[config.mk]
export PLATFORM = sky130hd
export DESIGN_NAME = exibe_sequencia
export DESIGN_NICKNAME = d
export VERILOG_FILES = /design/src/rtl/exibe_sequencia.sv
export SDC_FILE = /design/constraint.sdc
export NUM_CORES = 1
export LEC_CHECK = 0
export ABC_AREA = 1
export BUFFER_PORTS_ARGS = -buffer_cell sky130_fd_sc_hd__buf_4
export CORE_MARGIN = 2
export CORE_UTILIZATION = 30
export DETAILED_ROUTE_END_ITERATION = 12
export HOLD_SLACK_MARGIN = 0.08
export PLACE_DENSITY = 0.47
export SYNTH_ARGS = -nofsm -noshare
export SYNTH_HDL_FRONTEND = slang
export SYNTH_SLANG_ARGS = --single-unit
[constraint.sdc]
create_clock -name i_clock -period 4.2 [get_ports i_clock]
set_input_delay 0.63 -clock i_clock [delete_from_list [all_inputs] [get_ports i_clock]]
set_output_delay 0.63 -clock i_clock [all_outputs]
set_load 0.02 [all_outputs]
[src/rtl/exibe_sequencia.sv]
// rtl/exibe_sequencia.sv - presents the stored memory-game sequence on the LEDs
module exibe_sequencia #(
  parameter int TEMPO_LIGADO  = 1000,
  parameter int TEMPO_APAGADO = 500
) (
  input  logic       i_clock,
  input  logic       i_reset,
  input  logic       i_iniciar,
  input  logic [3:0] i_limite,
  output logic [3:0] o_rom_endereco,
  input  logic [3:0] i_rom_dado,
  output logic [3:0] o_leds,
  output logic       o_exibindo,
  output logic       o_pronto,
  output logic [3:0] o_db_estado
);

  // Timer only has to reach the larger of the two phase lengths minus one.
  localparam int TMAX = (TEMPO_LIGADO > TEMPO_APAGADO) ? TEMPO_LIGADO : TEMPO_APAGADO;
  localparam int TW   = (TMAX > 1) ? $clog2(TMAX) : 1;
  localparam logic [TW-1:0] LIGADO_FIM  = TW'(TEMPO_LIGADO - 1);
  localparam logic [TW-1:0] APAGADO_FIM = TW'(TEMPO_APAGADO - 1);

  typedef enum logic [3:0] {
    INICIAL = 4'h0,
    BUSCA   = 4'h1,
    CARREGA = 4'h2,
    LIGA    = 4'h3,
    APAGA   = 4'h4,
    FIM     = 4'hF
  } estado_t;

  estado_t       r_estado;
  logic [3:0]    r_endereco;
  logic [3:0]    r_limite;
  logic [TW-1:0] r_timer;
  logic [3:0]    r_leds;
  logic          r_exibindo;
  logic          r_pronto;

  // Sequencer: walks addresses 0..limite, each item lit then blanked; all outputs registered.
  always_ff @(posedge i_clock or posedge i_reset) begin
    if (i_reset) begin
      r_estado   <= INICIAL;
      r_endereco <= 4'd0;
      r_limite   <= 4'd0;
      r_timer    <= '0;
      r_leds     <= 4'd0;
      r_exibindo <= 1'b0;
      r_pronto   <= 1'b0;
    end else begin
      r_pronto <= 1'b0;
      case (r_estado)
        INICIAL: begin
          if (i_iniciar) begin
            r_endereco <= 4'd0;
            r_limite   <= i_limite;
            r_exibindo <= 1'b1;
            r_estado   <= BUSCA;
          end
        end
        // ROM captures the stable address at the end of this cycle.
        BUSCA: r_estado <= CARREGA;
        CARREGA: begin
          r_leds   <= i_rom_dado;
          r_timer  <= '0;
          r_estado <= LIGA;
        end
        LIGA: begin
          if (r_timer == LIGADO_FIM) begin
            r_timer  <= '0;
            r_leds   <= 4'd0;
            r_estado <= APAGA;
          end else begin
            r_timer <= r_timer + 1'b1;
          end
        end
        APAGA: begin
          if (r_timer == APAGADO_FIM) begin
            r_timer <= '0;
            if (r_endereco == r_limite) begin
              r_exibindo <= 1'b0;
              r_pronto   <= 1'b1;
              r_estado   <= FIM;
            end else begin
              r_endereco <= r_endereco + 4'd1;
              r_estado   <= BUSCA;
            end
          end else begin
            r_timer <= r_timer + 1'b1;
          end
        end
        FIM:     r_estado <= INICIAL;
        default: r_estado <= INICIAL;
      endcase
    end
  end

  assign o_rom_endereco = r_endereco;
  assign o_leds         = r_leds;
  assign o_exibindo     = r_exibindo;
  assign o_pronto       = r_pronto;
  assign o_db_estado    = r_estado;

endmodule
==> impl_metrics.ini, run 1 <==
[run_status]
status = finished, final reports clean

[worst_setup_path]
critPathTopFamily = simple AND/OR/NAND/NOR gates
worstReg2RegStart = o_db_estado[0]
end_kind = flop
cp_common_cell = nand2_1
r2r_slack_ns = 2.63
crit_slowest_cell = dfrtp_1
critPathArrivalTime_ns = 1.73
path_class = reg2reg
worstReg2RegEnd = o_rom_endereco[1]
start_kind = flop
critPathMaxStageDelay_ns = 0.43
path_buf_inv = 1
worst-endpoint-required_ns = 4.37
critPathMaxFanout = 7
crit_path_cell_trace = inv_2 > nand2_4 > nor3_4 > nand2_1 > nand2_1 > nand2_2 > nand2_1 > nand2_1
ff2ff_path_depth = 8

[floorplanning]
start_util = 0.315
rows = 25
io_pins = 25
die_area_um2 = 5570
die_y_um = 74.7
die_w_um = 74.7
core_um2 = 4750

[pwr]
p_per_area_nw_per_um2 = 570
p_total_w = 0.00104
irDropWorstVdd_mv = 0.191
leakagePower_nw = 0.902

[synthesis]
postSynthAreaPerCell_um2 = 7.72
ys_types = 21
synth_adder_area_share = 0.0167
synthSimpleGateAreaFrac = 0.343
synth_cells = 194
synth_fp_nets = 207
synth_compound_area_frac = 0.0652
synth_top_family_by_area = simple AND/OR/NAND/NOR gates
syn-cell-area_um2 = 1500
yosysTopAreaCell = dfrtp_1
synth_top_cell_area_share = 0.468
synth_warnings = 0
ys_seq_area_frac = 0.468
synthTopCellsByArea = dfrtp_1 47%, nand2_1 15%, nand3_1 8.0%, inv_1 5.3%, nor2_1 4.5%
synth_xor_area_frac = 0.0468
synthMuxAreaShare = 0
yosys_register_bits = 28

[clock_tree]
cts.sinks = 28
cts_resized = 0
cts_tree = done
clk_latency_ns = 0.27
htreeDepth = 1
post_cts.repair.setup_buffers = 0
numCtsBuffers = 3
clock-root-buffer = clkbuf_8
clk_pin_slew_ns = 0.10
ctsHoldBuffers = 0
clk_path_buf_depth = 2

[sta]
finalCritPeriodShare = 0.373
relSlewSlack = 0.747
clock-skew-final_ns = 0.00603
setup_viol = 0
finalCriticalPeriod_ns = 1.57
worstMarginPinSlew_ns = 0.378
finalHoldViolCount = 0
rsz0062_at_grt = false
max_freq_mhz = 638
tns_ns = 0
setup_ws_ns = 2.63
maxSlewViolCount = 0

[grt]
use_met3 = 0.0214
grt_max_degree = 29
grt_pass1_wl_um = 5680
grtUsageTotal = 0.131
gr-max-usage-layer = met2
met1_usage = 0.182
antenna_found_initial = 0
first_global_vias = 1238
grt_overflow = 0
use_met2 = 0.211

[layout]
layout_commonest_cell = nand2_1
nets = 237
drive_gt1_frac = 0.197
fin_util = 0.384
n_antenna_cell = 0
final_cell_mix = 59 x nand2_1, 28 x dfrtp_1, 25 x buf_4, 24 x nand3_1, 21 x inv_1
finalInstanceArea_um2 = 1820
area_growth_pct = 21.8

[route]
vias_per_cell = 4.42
wl_per_cell_um = 10.9
dr.pass1.iters = 4
drc_errors = 0
num_vias = 1282
drt_iter0_drc = 52
antenna_left = 0
finalWirelength_um = 3160

[place]
gp_congestion = 0.822
hpwlAfterDp_um = 2400
place_ws_ns = 2.64
placed_cell_area_um2 = 1770
io_buffer_count = 24

[job]
maxCapViolations = 0

[worst_hold_path]
hold_path_class = in2async
-- logic make-up after synthesis --
family,Yosys count
buffers and inverters,24
DFF,28
AOI/OAI and AO/OA,18
xor gates and xnor gates,8
and+or+nand+nor,114
adders and majority gates,2
-- how the worst max path moves through the flow --
stage                   start           endpoint  slack, ns  cells after the start
6_report       o_db_estado[0]  o_rom_endereco[1]       2.63                      8
3_5_place_dp   o_db_estado[0]  o_rom_endereco[1]       2.64                      8
3_3_place_gp   o_db_estado[0]  o_rom_endereco[0]       2.62                      8
4_1_cts        o_db_estado[0]  o_rom_endereco[1]       2.62                      8
2_1_floorplan  o_db_estado[0]  o_rom_endereco[0]       2.75                      8
5_1_grt            r_timer[0]  o_rom_endereco[1]       2.44                      8
-- routing by layer --
layer / vias up / part of all wire
li1: 676 / -
met3: 2 / 0.035
met4: 0 / 0.0070
met2: 21 / 0.46
met5: - / 0
met1: 583 / 0.50
-- synthesized netlist by cell type (all sizes together) --
cell    count
o22ai       3
xor2        6
dfrtp      28
inv        24
nand2      63
nand3b      1
a21oi       5
nand3      24
xnor2       2
nor2       23
nor3        3
o21ai      10
ha          2
-- per-stage QoR --
step / cells / hold slack [ns]
after floorplan: 194 / 0.473
final: 290 / 0.415
after detailed placement: 286 / 0.468
after global placement: 286 / 0.464
after global routing: 290 / 0.449
after CTS: 290 / 0.437
-- where the power goes --
| part | switching (W) | total (W) | internal, W |
|---|---|---|---|
| logic | 0.000309 | 0.000478 | 0.000168 |
| registers | 0.0000532 | 0.000395 | 0.000342 |
| clock network | 0.0000833 | 0.000167 | 0.0000838 |
| total | 0.000446 | 0.00104 | 0.000594 |
-- state kept, by name (all words and copies together), names as in the netlist --
| signal | cells |
|---|---|
| o_db_estado | 4 |
| o_exibindo | 1 |
| o_leds | 4 |
| o_pronto | 1 |
| o_rom_endereco | 4 |
| r_limite | 4 |
| r_timer | 10 |
-- worst min-delay path, delay by kind of cell --
kind | cells | cell delay [ns]
buf+inv | 3 | 0.47
-- area by class of cell --
class	count	area [um2]
fillers	525	2930
multi-input cells	142	707
flip-flops and latches	28	701
repair buffers	25	188
inverters	24	90.1
well taps	67	83.8
clock buffers	4	55.1
Note: power is estimated with default switching activity, not from simulation.
==> run 2, diff against run 1 <==
Clock period 4.2 ns to 1.6 ns, I/O delays scaled along.
==> impl_metrics.ini, run 2 (synthesis gave the netlist of run 1 again) <==
[run_status]
status = finished, final reports clean

[job]
maxCapViolations = 0

[route]
dr.pass1.iters = 4
finalWirelength_um = 3310
antenna_left = 0
drt_iter0_drc = 61
wl_per_cell_um = 11.1
drc_errors = 0
vias_per_cell = 4.41
num_vias = 1320

[grt]
grt_max_degree = 29
antenna_found_initial = 0
first_global_vias = 1247
grt_pass1_wl_um = 5690
grt_overflow = 0
grtUsageTotal = 0.134

[sta]
max_freq_mhz = 674
worstMarginPinSlew_ns = 0.369
relSlewSlack = 0.754
finalCritPeriodShare = 0.927
finalCriticalPeriod_ns = 1.48
clock-skew-final_ns = 0.0130
setup_ws_ns = 0.117
setup_viol = 0
finalHoldViolCount = 0
maxSlewViolCount = 0

[layout]
stdcell_count = 299
regMostFlops = r_timer
layout_commonest_cell = nand2_1
final_cell_mix = 59 x nand2_1, 33 x buf_4, 28 x dfrtp_1, 24 x nand3_1, 21 x inv_1
largest_reg_flops = 10
drive_gt1_frac = 0.233
nets = 246
area_growth_pct = 29.2
fillers = 491
n_antenna_cell = 0

[clock_tree]
clock-root-buffer = clkbuf_8
clk_path_buf_depth = 2
clk_latency_ns = 0.28
numCtsBuffers = 3
cts_tree = done
htreeDepth = 1
clk_pin_slew_ns = 0.11
cts.sinks = 28

[worst_setup_path]
worst-endpoint-required_ns = 1.77
crit_path_cell_trace = ha_2 > nand3_1 > nor2_1 > nand2_1 > a21oi_4 > nand2_2 > nand2_1 > nand2_1
path_class = reg2reg
cp_common_cell = nand2_1
start_kind = flop
critPathMaxStageDelay_ns = 0.40
critPathArrivalTime_ns = 1.66
crit_slowest_cell = dfrtp_1
end_kind = flop
critPathMaxFanout = 6

[pwr]
seqPwrFrac = 0.346
switching_share = 0.410
p_per_area_nw_per_um2 = 1560
irDropWorstVdd_mv = 0.514
p_total_w = 0.00302
leakagePower_nw = 0.956
switchingPower_w = 0.00124
p_clk_frac = 0.188
pwr-share-comb = 0.466
p_int_w = 0.00178

[floorplanning]
die_y_um = 74.7
io_pins = 25
die_area_um2 = 5570
start_util = 0.315
core_um2 = 4750
rows = 25
die_w_um = 74.7

[worst_hold_path]
hold_path_class = in2reg

[place]
gp_congestion = 0.775
placedCellCount = 291
place_ws_ns = 0.0449
io_buffer_count = 24
hpwlAfterDp_um = 2500
run 2: cell types whose count changed in the layout (fill, tap and decap cells not counted), sizes merged:
cell         previous run  this run
buf                    25        33
bufinv                  0         1
clkbuf                  4         3
dlygate4sd3             0         1
run 2: what timing repair did:
action | CTS | global route
hold endpoints to repair | 28 | 0
endpoints found under the setup margin | 0 | 17
hold buffers | 1 | 0
buffers inserted | 0 | 3
gates resized for setup | 0 | 6
run 2: area by class of cell:
cell class,count,area [um2],area share
multi-input combinational,142,729,0.377
clock buffer,3,41.3,0.0213
tap,67,83.8,0.0433
sequential,28,701,0.362
clock inverter,1,30.0,0.0155
inverter,24,92.6,0.0478
timing repair buffer,34,258,0.133
run 2: per-layer routing:
metal / global-route usage / vias up / wire length [um]
li1: - / 693 / -
met1: 0.182 / 608 / 1650
met2: 0.217 / 17 / 1520
met3: 0.0281 / 2 / 99
met4: 0.0357 / 0 / 27
met5: 0 / - / 0
run 2: power groups by stage:
stage          clock (W)  combinational [W]  sequential (W)
6_report        0.000568            0.00141         0.00104
5_1_grt         0.000619            0.00160         0.00107
4_1_cts         0.000595            0.00137         0.00104
3_5_place_dp           0            0.00136         0.00105
3_3_place_gp           0            0.00137         0.00106
2_1_floorplan          0           0.000765         0.00116
run 2: path summary, 6_finish.rpt:
path                       slack [ns]  cells past startpoint           from                 to
max in group asynchronous        0.75                      4        i_reset         r_timer[4]
max                              0.12                      8     r_timer[0]  o_rom_endereco[1]
min                              0.18                      3  i_rom_dado[3]          o_leds[3]
min in group asynchronous        0.57                      4        i_reset  o_rom_endereco[0]
min reg2reg                      0.48                      2     o_exibindo         o_exibindo
max reg2reg                      0.12                      8     r_timer[0]  o_rom_endereco[1]
run 2: critical path: cells and delay by family (launching register included):
kind / cells / cell delay [ns]
flops: 1 / 0.40
compound gates: 1 / 0.24
fa+ha+maj: 1 / 0.21
simple gates: 6 / 0.54
run 2: through the flow:
step           setup TNS [ns]  utilization  area (um2)  hold WS, ns
2_1_floorplan               0            -        1500        0.305
3_3_place_gp                0        0.380        1810        0.347
3_5_place_dp                0        0.380        1810        0.343
4_1_cts                     0        0.397        1890        0.176
5_1_grt              -0.00495        0.407        1940        0.178
6_report                    0        0.407        1940        0.184
==> run 3, diff against run 2 <==
==> constraint.sdc (replaced) <==
create_clock -name i_clock -period 1.6 [get_ports i_clock]
set_input_delay 0.08 -clock i_clock [delete_from_list [all_inputs] [get_ports i_clock]]
set_output_delay 0.08 -clock i_clock [all_outputs]
set_load 0.02 [all_outputs]
==> impl_metrics.ini, run 3 (synthesis gave the netlist of run 1 again) <==
[run_status]
status = finished, final reports clean

[worst_setup_path]
end_kind = flop
critPathMaxStageDelay_ns = 0.40
r2r_slack_ns = 0.11
cp-startpoint = r_timer[0]
path_buf_inv = 0
critPathArrivalTime_ns = 1.66
start_kind = flop
worst-endpoint-required_ns = 1.77
ff2ff_path_depth = 8
worstReg2RegStart = r_timer[0]
path_depth = 8
crit_path_cell_trace = ha_2 > nand3_1 > nor2_1 > nand2_1 > a21oi_4 > nand2_2 > nand2_1 > nand2_1
worstReg2RegEnd = o_rom_endereco[1]
critPathTopFamily = simple AND/OR/NAND/NOR gates
crit_end = o_rom_endereco[1]
path_class = reg2reg
cp_common_cell = nand2_1
crit_slowest_cell = dfrtp_1
critPathMaxFanout = 6

[layout]
largest_reg_flops = 10
drive_gt1_frac = 0.225
regMostFlops = r_timer
n_antenna_cell = 0
nets = 254
fillers = 481
finalInstanceArea_um2 = 2020
area_growth_pct = 34.6
final_cell_mix = 59 x nand2_1, 33 x buf_4, 28 x dfrtp_1, 24 x nand3_1, 21 x inv_1
layout_commonest_cell = nand2_1

[route]
num_vias = 1355
antenna_left = 0
finalWirelength_um = 3350
drt_iter0_drc = 69
wl_per_cell_um = 10.9
drc_errors = 0
vias_per_cell = 4.41
dr.pass1.iters = 5

[job]
maxCapViolations = 0

[sta]
max_freq_mhz = 670
clock-skew-final_ns = 0.0161
finalCritPeriodShare = 0.933
worstMarginPinSlew_ns = 0.368
finalCriticalPeriod_ns = 1.49
maxSlewViolCount = 0
tns_ns = 0
finalHoldViolCount = 0
setup_viol = 0
relSlewSlack = 0.755

[floorplanning]
start_util = 0.315
core_um2 = 4750
die_area_um2 = 5570
die_w_um = 74.7
die_y_um = 74.7
rows = 25
io_pins = 25

[pwr]
p_per_area_nw_per_um2 = 1510
leakagePower_nw = 0.989
irDropWorstVdd_mv = 0.508

[clock_tree]
numCtsBuffers = 3
clk_pin_slew_ns = 0.11
htreeDepth = 1
clk_latency_ns = 0.29
clk_path_buf_depth = 2
cts.sinks = 28
clock-root-buffer = clkbuf_8
cts_tree = done

[place]
hpwlAfterDp_um = 2500
io_buffer_count = 24
gp_congestion = 0.775
placed_cell_area_um2 = 1810

[grt]
grtUsageTotal = 0.136
use_met3 = 0.0281
grt_pass1_wl_um = 5780
grt_overflow = 0
use_met2 = 0.221
antenna_found_initial = 0
gr-max-usage-layer = met2
grt_max_degree = 29
first_global_vias = 1266
met1_usage = 0.184

[worst_hold_path]
hold_path_class = in2reg
[run 3: per-stage QoR]
| step | hold WS (ns) | worst slack, ns | cells | power [W] | util |
|---|---|---|---|---|---|
| global route | 0.211 | -0.00494 | 307 | 0.00330 | 0.424 |
| finish | 0.182 | 0.107 | 307 | 0.00303 | 0.424 |
| CTS | 0.176 | 0.0280 | 304 | 0.00302 | 0.414 |
| detailed placement | 0.183 | 0.0449 | 291 | 0.00242 | 0.380 |
| global placement | 0.187 | 0.0491 | 291 | 0.00243 | 0.380 |
| floorplan | 0.145 | 0.145 | 194 | 0.00193 | - |
[run 3: metal layers]
layer / routed length (um) / vias to the layer above
met5: 0 / -
met1: 1680 / 621
met3: 110 / 4
li1: - / 711
met4: 40 / 0
met2: 1520 / 19
[run 3: power by group]
part | leakage (nW) | switching [W] | internal (W)
Combinational | 0.590 | 0.000864 | 0.000559
Sequential | 0.363 | 0.000145 | 0.000898
Clock | 0.0357 | 0.000232 | 0.000336
[run 3: worst min path at each step]
stage	slack, ns	start	to	depth (start not counted)
floorplan	0.15	i_reset	o_db_estado[0]	1
global placement	0.19	i_reset	r_timer[1]	3
detailed placement	0.18	i_reset	o_pronto	3
CTS	0.18	i_iniciar	o_db_estado[3]	3
global route	0.21	i_iniciar	o_db_estado[3]	3
finish	0.18	i_iniciar	o_db_estado[3]	3
[run 3: repair_timing]
item	CTS	global route
hold buffers	9	0
endpoints found under the setup margin	0	17
resized for setup	0	6
hold endpoints to repair	36	0
buffers inserted	0	3
[run 3: area by class of cell]
type                    count  area (um2)  area share
clock buffers               3        41.3      0.0205
clock inverters             1        30.0      0.0149
inverters                  24        92.6      0.0459
multi-input cells         142         729       0.362
flip-flops and latches     28         701       0.348
well taps                  67        83.8      0.0416
repair buffers             42         338       0.168
[run 3: worst min-delay path: cells and delay by family]
| family | cells | cell delay, ns |
|---|---|---|
| buffers and inverters | 1 | 0.09 |
| AND/OR/NAND/NOR | 2 | 0.25 |
